### src/rtl/button_events_if.sv
// rtl/button_events_if.sv - button level in, single-cycle user-input events out
interface button_events_if;
    logic button;
    logic held;
    logic press;
    logic release_pulse;
    logic click;
    logic double_click;
    logic long_press;
    logic repeat_pulse;

    // Source of the debounced level, consumer of the events
    modport master (
        output button,
        input  held, press, release_pulse, click, double_click, long_press, repeat_pulse
    );

    // Event generator
    modport slave (
        input  button,
        output held, press, release_pulse, click, double_click, long_press, repeat_pulse
    );
endinterface

### src/rtl/button_events.sv
// rtl/button_events.sv - press/release/click/double/long/repeat event generator
module button_events #(
    parameter int LONG_CYCLES   = 500000,
    parameter int DOUBLE_CYCLES = 250000,
    parameter int REPEAT_CYCLES = 100000
) (
    input  logic        clk,
    input  logic        reset_low,
    button_events_if.slave bus
);
    localparam int MAX_LD = (LONG_CYCLES > DOUBLE_CYCLES) ? LONG_CYCLES : DOUBLE_CYCLES;
    localparam int MAX_V  = (MAX_LD > REPEAT_CYCLES) ? MAX_LD : REPEAT_CYCLES;
    localparam int CW     = $clog2(MAX_V + 1);

    typedef logic [CW-1:0] cnt_t;

    // Terminal compare values: an event fires when the count reaches N-1,
    // which lands the registered pulse exactly N cycles after the start.
    localparam cnt_t LONG_END   = cnt_t'(LONG_CYCLES - 1);
    localparam cnt_t DOUBLE_END = cnt_t'((DOUBLE_CYCLES == 0) ? 0 : DOUBLE_CYCLES - 1);
    localparam cnt_t REPEAT_END = cnt_t'(REPEAT_CYCLES - 1);
    localparam cnt_t CNT_SAT    = '1;

    typedef enum logic [2:0] {
        S_LOCKOUT, S_IDLE, S_HELD1, S_WAIT, S_HELD2, S_LONG
    } state_t;

    state_t state, next_state;
    cnt_t   count;

    logic held_d, press_d, release_d, click_d, double_d, long_d, repeat_d;

    logic long_hit, double_hit, repeat_hit;
    assign long_hit   = (count == LONG_END);
    assign double_hit = (count == DOUBLE_END);
    assign repeat_hit = (count == REPEAT_END);

    // State, counter and registered event outputs
    always_ff @(posedge clk or negedge reset_low) begin
        if (!reset_low) begin
            state             <= S_LOCKOUT;
            count             <= '0;
            bus.held          <= 1'b0;
            bus.press         <= 1'b0;
            bus.release_pulse <= 1'b0;
            bus.click         <= 1'b0;
            bus.double_click  <= 1'b0;
            bus.long_press    <= 1'b0;
            bus.repeat_pulse  <= 1'b0;
        end else begin
            state <= next_state;
            // Restart timing on any state change and on each repeat period
            if ((next_state != state) || repeat_d)
                count <= '0;
            else if (count != CNT_SAT)
                count <= count + cnt_t'(1);
            bus.held          <= held_d;
            bus.press         <= press_d;
            bus.release_pulse <= release_d;
            bus.click         <= click_d;
            bus.double_click  <= double_d;
            bus.long_press    <= long_d;
            bus.repeat_pulse  <= repeat_d;
        end
    end

    // Next-state decision; a button edge always takes precedence over a timeout
    always_comb begin
        next_state = state;
        case (state)
            S_LOCKOUT: if (!bus.button) next_state = S_IDLE;
            S_IDLE:    if (bus.button)  next_state = S_HELD1;
            S_HELD1: begin
                if (!bus.button)
                    next_state = (DOUBLE_CYCLES == 0) ? S_IDLE : S_WAIT;
                else if (long_hit)
                    next_state = S_LONG;
            end
            S_WAIT: begin
                if (bus.button)
                    next_state = S_HELD2;
                else if (double_hit)
                    next_state = S_IDLE;
            end
            S_HELD2: begin
                if (!bus.button)
                    next_state = S_IDLE;
                else if (long_hit)
                    next_state = S_LONG;
            end
            S_LONG:    if (!bus.button) next_state = S_IDLE;
            default:   next_state = S_LOCKOUT;
        endcase
    end

    // Event decode for the next cycle's registered outputs
    always_comb begin
        press_d   = 1'b0;
        release_d = 1'b0;
        click_d   = 1'b0;
        double_d  = 1'b0;
        long_d    = 1'b0;
        repeat_d  = 1'b0;
        case (state)
            S_IDLE: press_d = bus.button;
            S_HELD1: begin
                if (!bus.button) begin
                    release_d = 1'b1;
                    click_d   = (DOUBLE_CYCLES == 0);
                end else if (long_hit) begin
                    long_d = 1'b1;
                end
            end
            S_WAIT: begin
                if (bus.button)
                    press_d = 1'b1;
                else if (double_hit)
                    click_d = 1'b1;
            end
            S_HELD2: begin
                if (!bus.button) begin
                    release_d = 1'b1;
                    double_d  = 1'b1;
                end else if (long_hit) begin
                    long_d = 1'b1;
                end
            end
            S_LONG: begin
                if (!bus.button)
                    release_d = 1'b1;
                else if (repeat_hit)
                    repeat_d = 1'b1;
            end
            default: ;
        endcase
        held_d = (next_state == S_HELD1) || (next_state == S_HELD2) || (next_state == S_LONG);
    end
endmodule
### src/flat_wrapper.sv
// flat-port wrapper written by rule: the top's interface ports become plain ports
module button_events_flat 
#(
    parameter int LONG_CYCLES   = 500000,
    parameter int DOUBLE_CYCLES = 250000,
    parameter int REPEAT_CYCLES = 100000
)
  (clk, reset_low, bus_button, bus_held, bus_press, bus_release_pulse, bus_click, bus_double_click, bus_long_press, bus_repeat_pulse);
  button_events_if bus_i ();
  input  logic clk;
  input  logic reset_low;
  input wire logic [$bits(bus_i.button)-1:0] bus_button;
  output wire logic [$bits(bus_i.held)-1:0] bus_held;
  output wire logic [$bits(bus_i.press)-1:0] bus_press;
  output wire logic [$bits(bus_i.release_pulse)-1:0] bus_release_pulse;
  output wire logic [$bits(bus_i.click)-1:0] bus_click;
  output wire logic [$bits(bus_i.double_click)-1:0] bus_double_click;
  output wire logic [$bits(bus_i.long_press)-1:0] bus_long_press;
  output wire logic [$bits(bus_i.repeat_pulse)-1:0] bus_repeat_pulse;
  assign bus_i.button = bus_button;
  assign bus_held = bus_i.held;
  assign bus_press = bus_i.press;
  assign bus_release_pulse = bus_i.release_pulse;
  assign bus_click = bus_i.click;
  assign bus_double_click = bus_i.double_click;
  assign bus_long_press = bus_i.long_press;
  assign bus_repeat_pulse = bus_i.repeat_pulse;
  button_events #(.LONG_CYCLES(LONG_CYCLES), .DOUBLE_CYCLES(DOUBLE_CYCLES), .REPEAT_CYCLES(REPEAT_CYCLES)) u_core (.clk(clk), .reset_low(reset_low), .bus(bus_i));
endmodule
### config.mk
export PLATFORM = sky130hd
export DESIGN_NAME = button_events_flat
export DESIGN_NICKNAME = d
export VERILOG_FILES = /design/src/rtl/button_events_if.sv /design/src/rtl/button_events.sv /design/src/flat_wrapper.sv
export SDC_FILE = /design/constraint.sdc
export NUM_CORES = 1
export LEC_CHECK = 0
export BUFFER_PORTS_ARGS = -buffer_cell sky130_fd_sc_hd__buf_4
export CAP_MARGIN = 20
export CORE_UTILIZATION = 61
export DETAILED_ROUTE_END_ITERATION = 8
export MAX_ROUTING_LAYER = met4
export PLACE_DENSITY = 0.84
export SLEW_MARGIN = 15
export SYNTH_ARGS = -nofsm -noshare
export SYNTH_HDL_FRONTEND = slang
export SYNTH_SLANG_ARGS = --single-unit
### constraint.sdc
create_clock -name clk -period 4.4 [get_ports clk]
set_input_delay 0.66 -clock clk [delete_from_list [all_inputs] [get_ports clk]]
set_output_delay 0.66 -clock clk [all_outputs]
set_load 0.02 [all_outputs]
---- Word-level counts from Yosys, hierarchy flattened ----
Cells that the tools add are included.
word-level totals
  output and inout bits ................... 7
  input port bits ......................... 3
  flip-flop bits (word level) ............. 29
  logic and storage cells ................. 55
cells by class
  add/subtract/negate cells ............... 1
  reduce and logical (&&, ||, !) cells .... 8
  muxes and demuxes ....................... 24
  equal/unequal tests ..................... 13
operator list
  kind                                                   count
  2-to-1 mux 19 bit                                      2
  2-to-1 mux 3 bit                                       7
  adder 19 x 1 -> 19 bit, second input constant          1
  equality test 19 x 17 -> 1 bit, second input constant  1
  equality test 19 x 18 -> 1 bit, second input constant  1
  equality test 19 bit, second input constant            1
  != test 19 bit, second input constant                  1
  case mux 3 bit (5 select lines)                        1
  2-to-1 mux 1 bit                                       13
  equality test 3 bit, second input constant             4
  equality test 3 x 2 -> 1 bit, second input constant    3
  OR reduction 2 bit                                     2
  equality test 3 x 1 -> 1 bit, second input constant    1
  zero test 3 bit                                        1
  logical OR 1 bit                                       3
  != test 3 bit                                          1
  OR reduction 3 bit                                     1
  case mux 1 bit (2 select lines)                        1
  nonzero test 2 bit                                     1

---- Logic depth before layout (Yosys ltp) ----
Gate-level depths: netlist (run 1).
  depth in word-level cells ............... 7
  gate-level depth with buffers ........... 7
  gate-level depth less buffers ........... 6

---- Least setup slack after synthesis (run 1) ----
No wires, ideal clock.
  kind .................................... register to register
  start point ............................. register u_core.count[0]
  end point ............................... register u_core.count[14]
  library setup time ...................... 121 ps
  stages on the path, launching flop included .. 8
  path buffers ............................ 1
  setup slack ............................. 2,504 ps
  data required time ...................... 4,279 ps
  arrival time ............................ 1,775 ps
  clock period less this slack ............ 1,896 ps
  path through ............................ dfrtp_1 -> ha_1 -> and3_2 -> nand2_2 -> or4b_4 -> o2111ai_4 -> buf_12 -> nor2_2
between the ends
  longest elaborated chain between the ends .. 7
  elaborated cells between the ends (all ways) .. 19
  those cells by class .................... add/sub: 1; eq/ne: 5; mux: 11; reduce/logical: 2
ends and longest elaborated chain
  element                                                                 line                                                           RTL
  start: declaration                                                      button_events.sv:29                                            cnt_t count;
  start signal: assignment                                                button_events.sv:56                                            count <= count + cnt_t'(1);
  equality test 19 bit or equality test 19 x 18 -> 1 bit (tied branches)  button_events.sv:34, button_events.sv:35
  2-to-1 mux 3 bit (on tied branches)                                     button_events.sv:76, button_events.sv:88, button_events.sv:82
  2-to-1 mux 3 bit (on tied branches)                                     button_events.sv:86, button_events.sv:80, button_events.sv:74
  case mux 3 bit (5 select lines)                                         button_events.sv:70                                            case (state)
  != test 3 bit                                                           button_events.sv:53                                            if ((next_state != state) || repeat_d)
  logical OR 1 bit                                                        button_events.sv:53
  2-to-1 mux 19 bit or nonzero test 2 bit (tied branches)                 --
Several ways; a longest one is shown, not always the timed one. The select of a mux whose other input is x is not followed.
A chain may end at the register's enable or synchronous reset.

---- Worst setup path after layout (run 1) ----
  start point ............................. register u_core.count[0]
  end point ............................... register u_core.count[4]
Same word-level chain as after synthesis.

==> impl_metrics.py, run 1 <==
metrics = {
    "sta": {
        "slew-limit-headroom": 0.4583,
        "finClkSkew_ps": 8.953,
        "report.final.setup_viol": 0,
        "fmax_ghz": 0.4449,
        "setup_tns_ps": 0,
        "rsz0062_at_grt": "false",
        "hold_violations": 0,
        "hold_ws_ps": 230.0,
        "timing.final.crit_share": 0.5108,
        "period_minus_slack_ps": 2248,
        "drv_slew": 0,
        "worst_pin_slew_ps": 805.1,
        "fin_ws_ps": 2152,
    },
    "worst_setup_path": {
        "critPathMostFrequentCell": "nand3_1",
        "cp-endpoint": "u_core.count[4]",
        "start_kind": "register",
        "endpoint_kind": "register",
        "crit_required_ps": 4620,
        "critPathArrivalTime_ps": 2470,
        "startpoint": "u_core.count[0]",
        "crit_path_max_incr_delay_ps": 620,
        "r2r_slack_ps": 2150,
        "worstSetupPathType": "reg2reg",
        "regToRegStartpoint": "u_core.count[0]",
        "worst_r2r_endpoint": "u_core.count[4]",
        "cpMaxStageDelayCell": "o2111ai_4",
        "rr_worst_depth": 6,
        "crit_chain": "ha_1, nand3_1, nor3_1, nand3_1, o2111ai_4, o21ba_1",
        "crit_fanout": 19,
    },
    "clocking": {
        "h-tree-depth": 2,
        "cts.path.max_buffers": 2,
        "cts_hold_buf": 0,
        "cts_buffers": 5,
        "worstSkewPairLatency_ps": 330,
        "root_buffer": "clkbuf_4",
        "ctsResizeCount": 0,
        "postCtsSetupBuffers": 0,
        "clk_transition_reported_paths_ps": 90,
        "cts_tree": "built",
        "cts_num_sinks": 29,
    },
    "grt": {
        "grt_util_all_layers": 0.2679,
        "first_global_vias": 1239,
        "grt_max_degree": 30,
        "grt_pass1_wl_mm": 5.257,
        "grt_overflow_total": 0,
        "antenna_found_initial": 0,
    },
    "synthesis": {
        "syn_inst": 170,
        "synth_area_um2": 1642,
        "synthFlopType": "dfrtp_1",
        "avgSynthCellArea_um2": 9.656,
        "yosysSeqAreaShare": 0.4421,
        "ys_async_sr_fraction": 1.000,
        "synth_cell_types": 48,
        "yosys_warnings": 0,
        "syn_nets": 174,
        "synth_edf_count": 0,
        "synth-seq-cells": 29,
    },
    "route": {
        "vias_per_cell": 6.481,
        "first_pass_iters": 4,
        "drt-wirelength-per-cell_um": 14.94,
        "initialDrtViolationCount": 60,
        "ant_nets": 0,
        "drc": 0,
        "vias": 1361,
        "drt-total-wl_mm": 3.137,
    },
    "placed_design": {
        "dp_hpwl_mm": 2.263,
        "place_congestion": 0.9107,
        "dp_slack_ps": 2162,
        "port_buffers": 9,
    },
    "floorplanning": {
        "dieHeight_um": 53.88,
        "ioPinCount": 10,
        "rows": 18,
        "initial_core_util": 0.6567,
        "dieArea_um2": 2903,
        "fp.dieW_um": 53.88,
        "coreArea_um2": 2500,
    },
    "cells_and_area": {
        "synthToLayoutAreaGrowth_pct": 7.012,
        "drive_above_1_share": 0.2056,
        "antenna-diode-count": 0,
        "final_nets": 184,
    },
    "min_path": {
        "min_path_type": "in2async",
    },
    "outcome": {
        "outcome": "finished, final reports clean",
    },
    "pwr": {
        "p_leak_nw": 0.7338,
        "power_density_nw_per_um2": 395.1,
        "ir_worst_vdd_mv": 0.3604,
    },
    "job": {
        "maxCapViolations": 0,
    },
}
==> Yosys cell counts, types with 2 or more instances <==
master | number | share of area
and4_1 | 2 | 0.011
a211oi_1 | 2 | 0.0091
dfrtp_1 | 29 | 0.44
and2_1 | 2 | 0.0076
a31oi_1 | 7 | 0.027
nor4_1 | 4 | 0.015
nor3_1 | 7 | 0.021
o21ai_0 | 4 | 0.012
nand4_1 | 9 | 0.034
and3_1 | 4 | 0.015
nor2_2 | 10 | 0.038
a21boi_0 | 3 | 0.014
nand2_2 | 2 | 0.0076
buf_2 | 5 | 0.015
nand2_1 | 13 | 0.030
nand2b_1 | 4 | 0.015
xnor2_1 | 4 | 0.021
inv_1 | 3 | 0.0069
nand3_1 | 12 | 0.037
nor2_1 | 9 | 0.021
xor2_1 | 2 | 0.011
a21oi_1 | 7 | 0.021
==> layout make-up <==
| cell class | instances | area (um2) |
|---|---|---|
| inverter | 4 | 15.01 |
| timing repair buffer | 9 | 67.56 |
| tap | 30 | 37.54 |
| clock buffer | 7 | 55.05 |
| multi-input combinational | 131 | 855.8 |
| fill | 183 | 743.2 |
| sequential | 29 | 725.7 |
==> worst max-delay path, delay by kind of cell (launching register included) <==
family	cells	cell delay, ps
and+or+nand+nor	3	640
adders and majority gates	1	230
AOI/OAI and AO/OA	2	850
DFF	1	420
==> logic make-up after synthesis <==
kind of cell / synth area share
multiplexers: 0.01296
buffers and inverters: 0.03658
flip-flops: 0.4421
adder cells (fa/ha/maj): 0.007621
AO/OA/AOI/OAI: 0.1608
XOR/XNOR: 0.03201
AND/OR/NAND/NOR: 0.3079
==> worst min path at each step <==
stage	to	cells after the start	slack (ps)
global route	u_core.count[17]	1	260
global placement	u_core.count[18]	2	550
CTS	u_core.count[17]	1	230
detailed placement	u_core.count[18]	2	550
finish	u_core.count[17]	1	230
floorplan	u_core.bus.click	0	360
==> stage by stage <==
| stage | power [W] | instances | instance area, um2 | utilization |
|---|---|---|---|---|
| after floorplan | 0.0005174 | 170 | 1642 | - |
| after global placement | 0.0005351 | 203 | 1702 | 0.6807 |
| after detailed placement | 0.0005404 | 203 | 1702 | 0.6807 |
| after CTS | 0.0007014 | 210 | 1757 | 0.7027 |
| after global routing | 0.0007396 | 210 | 1757 | 0.7027 |
| final | 0.0006941 | 210 | 1757 | 0.7027 |
==> layout by cell type (no fill, tap or decap), types with 5 or more instances in the layout <==
master    instances
dfrtp_1          29
nand2_1          13
nand3_1          12
nor2_2           10
nand4_1           9
nor2_1            9
buf_4             9
nor3_1            7
a21oi_1           7
a31oi_1           7
clkbuf_4          5
==> metal layers <==
layer,vias to the layer above,track usage,part of all wire
met2,55,0.4095,0.48
met1,639,0.3055,0.43
met3,15,0.06497,0.067
met5,-,-,0
met4,0,0.1886,0.026
li1,652,-,-
==> report_power, final <==
| group | internal [W] | switching [W] | leakage (nW) |
|---|---|---|---|
| clock network | 0.0000752 | 0.0000849 | 0.0314 |
| logic | 0.0000791 | 0.000109 | 0.307 |
| registers | 0.000299 | 0.0000471 | 0.395 |
| total | 0.000453 | 0.000241 | 0.734 |
==> sequential cells by signal, indices dropped and copies added, names as in the netlist <==
| register | cells |
|---|---|
| u_core.bus.long_press | 1 |
| u_core.state | 3 |
| u_core.bus.click | 1 |
| u_core.bus.repeat_pulse | 1 |
| u_core.count | 19 |
| u_core.bus.held | 1 |
| u_core.bus.press | 1 |
| u_core.bus.double_click | 1 |
| u_core.bus.release_pulse | 1 |
Power figures use the tool's default switching activity.
==> run 2, diff against run 1 <==
ABC_AREA = 1   (was unset)
CORE_UTILIZATION = 60   (was 61)
PLACE_DENSITY = 0.82   (was 0.84)
clock period = 2.3 ns   (was 4.4 ns; I/O delays follow)
==> run 2 against run 1 <==
Net effect:
- the flow now finishes with violations (DRC)
- final cell count up 41%
- count of clock-buffer cells in the layout up 1
- synthesized cell count up 47%
==> impl_metrics.py, run 2 <==
metrics = {
    "synthesis": {
        "syn_nets": 254,
        "ys_async_sr_fraction": 1.000,
        "synthFlopType": "dfrtp_1",
        "netlist.area_leader.share": 0.3872,
        "yosysSeqAreaShare": 0.3872,
        "synth_most_common_cell": "nand2_1",
        "synth-seq-cells": 29,
        "yosys_warnings": 0,
        "syn_inst": 250,
        "synth_area_leaders": "dfrtp_1 39%, nand2_1 11%, inv_1 6.4%",
        "synth_area_um2": 1874,
        "avgSynthCellArea_um2": 7.497,
        "synth_cell_types": 31,
        "yosys-top-cells-count": "53 x nand2_1, 32 x inv_1, 29 x dfrtp_1",
        "synth_top_area_cell": "dfrtp_1",
        "synth_edf_count": 0,
    },
    "sta": {
        "finClkSkew_ps": 2.470,
        "rsz0062_at_grt": "false",
        "fin_ws_ps": 314.8,
        "slew-limit-headroom": 0.7027,
        "timing.final.crit_share": 0.8631,
        "worst_pin_slew_ps": 441.9,
        "fmax_ghz": 0.5037,
        "drv_slew": 0,
        "period_minus_slack_ps": 1985,
        "report.final.setup_viol": 0,
        "setup_tns_ps": 0,
        "hold_violations": 0,
    },
    "route": {
        "initialDrtViolationCount": 108,
        "ant_nets": 0,
        "drt-wirelength-per-cell_um": 14.26,
        "vias_per_cell": 5.603,
        "vias": 1664,
        "first_pass_iters": 7,
        "drt-total-wl_mm": 4.235,
        "drc": 4,
    },
    "floorplanning": {
        "dieHeight_um": 57.89,
        "coreArea_um2": 2853,
        "rows": 19,
        "fp.dieW_um": 57.89,
        "dieArea_um2": 3351,
        "initial_core_util": 0.6570,
        "ioPinCount": 10,
    },
    "grt": {
        "gr-usage-met1": 0.4375,
        "grtUsageMet2": 0.4236,
        "first_global_vias": 1528,
        "grt_max_degree": 30,
        "use_met3": 0.08259,
        "grt_pass1_wl_mm": 7.293,
        "grt_util_all_layers": 0.3114,
        "grt_overflow_total": 0,
        "busiest_layer": "met1",
        "antenna_found_initial": 0,
    },
    "worst_setup_path": {
        "worstSetupPathType": "reg2reg",
        "endpoint_kind": "register",
        "crit_family": "simple AND/OR/NAND/NOR gates",
        "crit_fanout": 16,
        "start_kind": "register",
        "regToRegStartpoint": "u_core.count[0]",
        "startpoint": "u_core.count[0]",
        "crit_chain": "ha_1, nand3_4, nor3_2, nand3_1, nand2_1, nand2_1, nand2_1, nor2_2, nand3_4, nor2_1",
        "worst-path-buf-inv": 0,
        "critPathArrivalTime_ps": 2250,
        "crit_required_ps": 2560,
        "crit_path_max_incr_delay_ps": 440,
        "critPathMostFrequentCell": "nand2_1",
        "cpMaxStageDelayCell": "dfrtp_1",
        "r2r_slack_ps": 310,
    },
    "pwr": {
        "power_switching_w": 0.0006095,
        "power_switching_share": 0.4186,
        "seqPwrFrac": 0.431,
        "p_clk_frac": 0.196,
        "power_density_nw_per_um2": 720.6,
        "ir_worst_vdd_mv": 0.7624,
        "p_leak_nw": 0.9333,
        "power_frac_comb": 0.373,
        "p_int_w": 0.0008466,
    },
    "cells_and_area": {
        "antenna-diode-count": 0,
        "reg_top3": "u_core.count x19, u_core.state x3",
        "drive_above_1_share": 0.1992,
        "largest_register_ffs": 19,
        "final_nets": 269,
        "final_cell_mix": "53 x nand2_1, 32 x inv_1, 29 x dfrtp_1, 24 x nor2_1, 17 x nand3_1",
        "mostFrequentLayoutCell": "nand2_1",
        "synthToLayoutAreaGrowth_pct": 7.810,
        "largest-register": "u_core.count",
    },
    "clocking": {
        "h-tree-depth": 2,
        "cts_num_sinks": 29,
        "cts_tree": "built",
        "cts.path.max_buffers": 2,
        "clk_transition_reported_paths_ps": 80,
        "root_buffer": "clkbuf_4",
        "cts_buffers": 5,
        "ctsResizeCount": 0,
        "worstSkewPairLatency_ps": 330,
        "postCtsSetupBuffers": 0,
    },
    "placed_design": {
        "dp_hpwl_mm": 3.296,
        "dp_slack_ps": 315.5,
        "place_congestion": 0.9465,
        "port_buffers": 9,
    },
    "min_path": {
        "hold_start": "bus_button",
        "min_path_type": "in2reg",
    },
    "outcome": {
        "violations": "DRC",
        "outcome": "complete, but fails checks",
    },
    "job": {
        "maxCapViolations": 0,
    },
}
==> run 2: cell types whose count changed after synthesis, sizes merged, moves of 5 or more <==
| cell | before | now |
|---|---|---|
| nand2 | 15 | 61 |
| inv | 4 | 37 |
| nor2 | 19 | 40 |
| nand3 | 12 | 23 |
| o21ai | 4 | 15 |
| nor3 | 7 | 16 |
| a31oi | 7 | 0 |
| a21oi | 7 | 2 |
==> run 2: logic make-up (layout without fill, tap and decap cells) <==
kind of cell             count (synthesis)  count (layout)  synth area share
buffers and inverters                   39              55           0.08412
AND/OR/NAND/NOR                        157             157            0.4386
AO/OA/AOI/OAI                           20              20           0.06475
adder cells (fa/ha/maj)                  1               1          0.006675
XOR/XNOR                                 4               4           0.01870
flip-flops                              29              29            0.3872
==> run 2: final cells by class <==
cell class	count	area, um2
well taps	31	38.79
fillers	240	832.0
clock buffers	8	48.80
inverters	37	138.9
multi-input cells	182	991.0
repair buffers	10	77.57
flip-flops and latches	29	725.7
==> run 2: power groups by stage <==
stage / Combinational (W) / Sequential (W) / Clock [W]
floorplan: 0.000447 / 0.000631 / 0
global placement: 0.000532 / 0.000632 / 0
detailed placement: 0.000543 / 0.000637 / 0
CTS: 0.000548 / 0.000627 / 0.000297
global route: 0.000621 / 0.000638 / 0.000312
finish: 0.000543 / 0.000628 / 0.000285
==> run 2: through the flow <==
step             util  area [um2]  cells  hold slack (ps)  power [W]
3_5_place_dp   0.6877        1962    288            282.0   0.001180
4_1_cts        0.7083        2021    297            190.7   0.001471
3_3_place_gp   0.6877        1962    288            280.2   0.001164
6_report       0.7083        2021    297            202.8   0.001456
2_1_floorplan       -        1874    250            49.41   0.001079
5_1_grt        0.7083        2021    297            200.0   0.001571
==> run 2: what timing repair did <==
item,4_1_cts,5_1_grt
hold endpoints to repair,29,0
setup endpoints to repair,0,0
hold buffers,1,0
==> run 2: final timing paths <==
path,cells past startpoint,end
min in group asynchronous,2,u_core.count[3]
worst min-delay path,2,u_core.bus.release_pulse
worst max register to register,10,u_core.count[11]
max in group asynchronous,2,u_core.count[12]
worst max-delay path,10,u_core.count[11]
worst min register to register,3,u_core.count[0]
==> run 2: routing by layer <==
metal | routed length [um] | vias to the layer above
met5 | 0 | -
met4 | 87 | 0
met3 | 336 | 8
met2 | 1751 | 64
met1 | 2059 | 748
li1 | - | 844
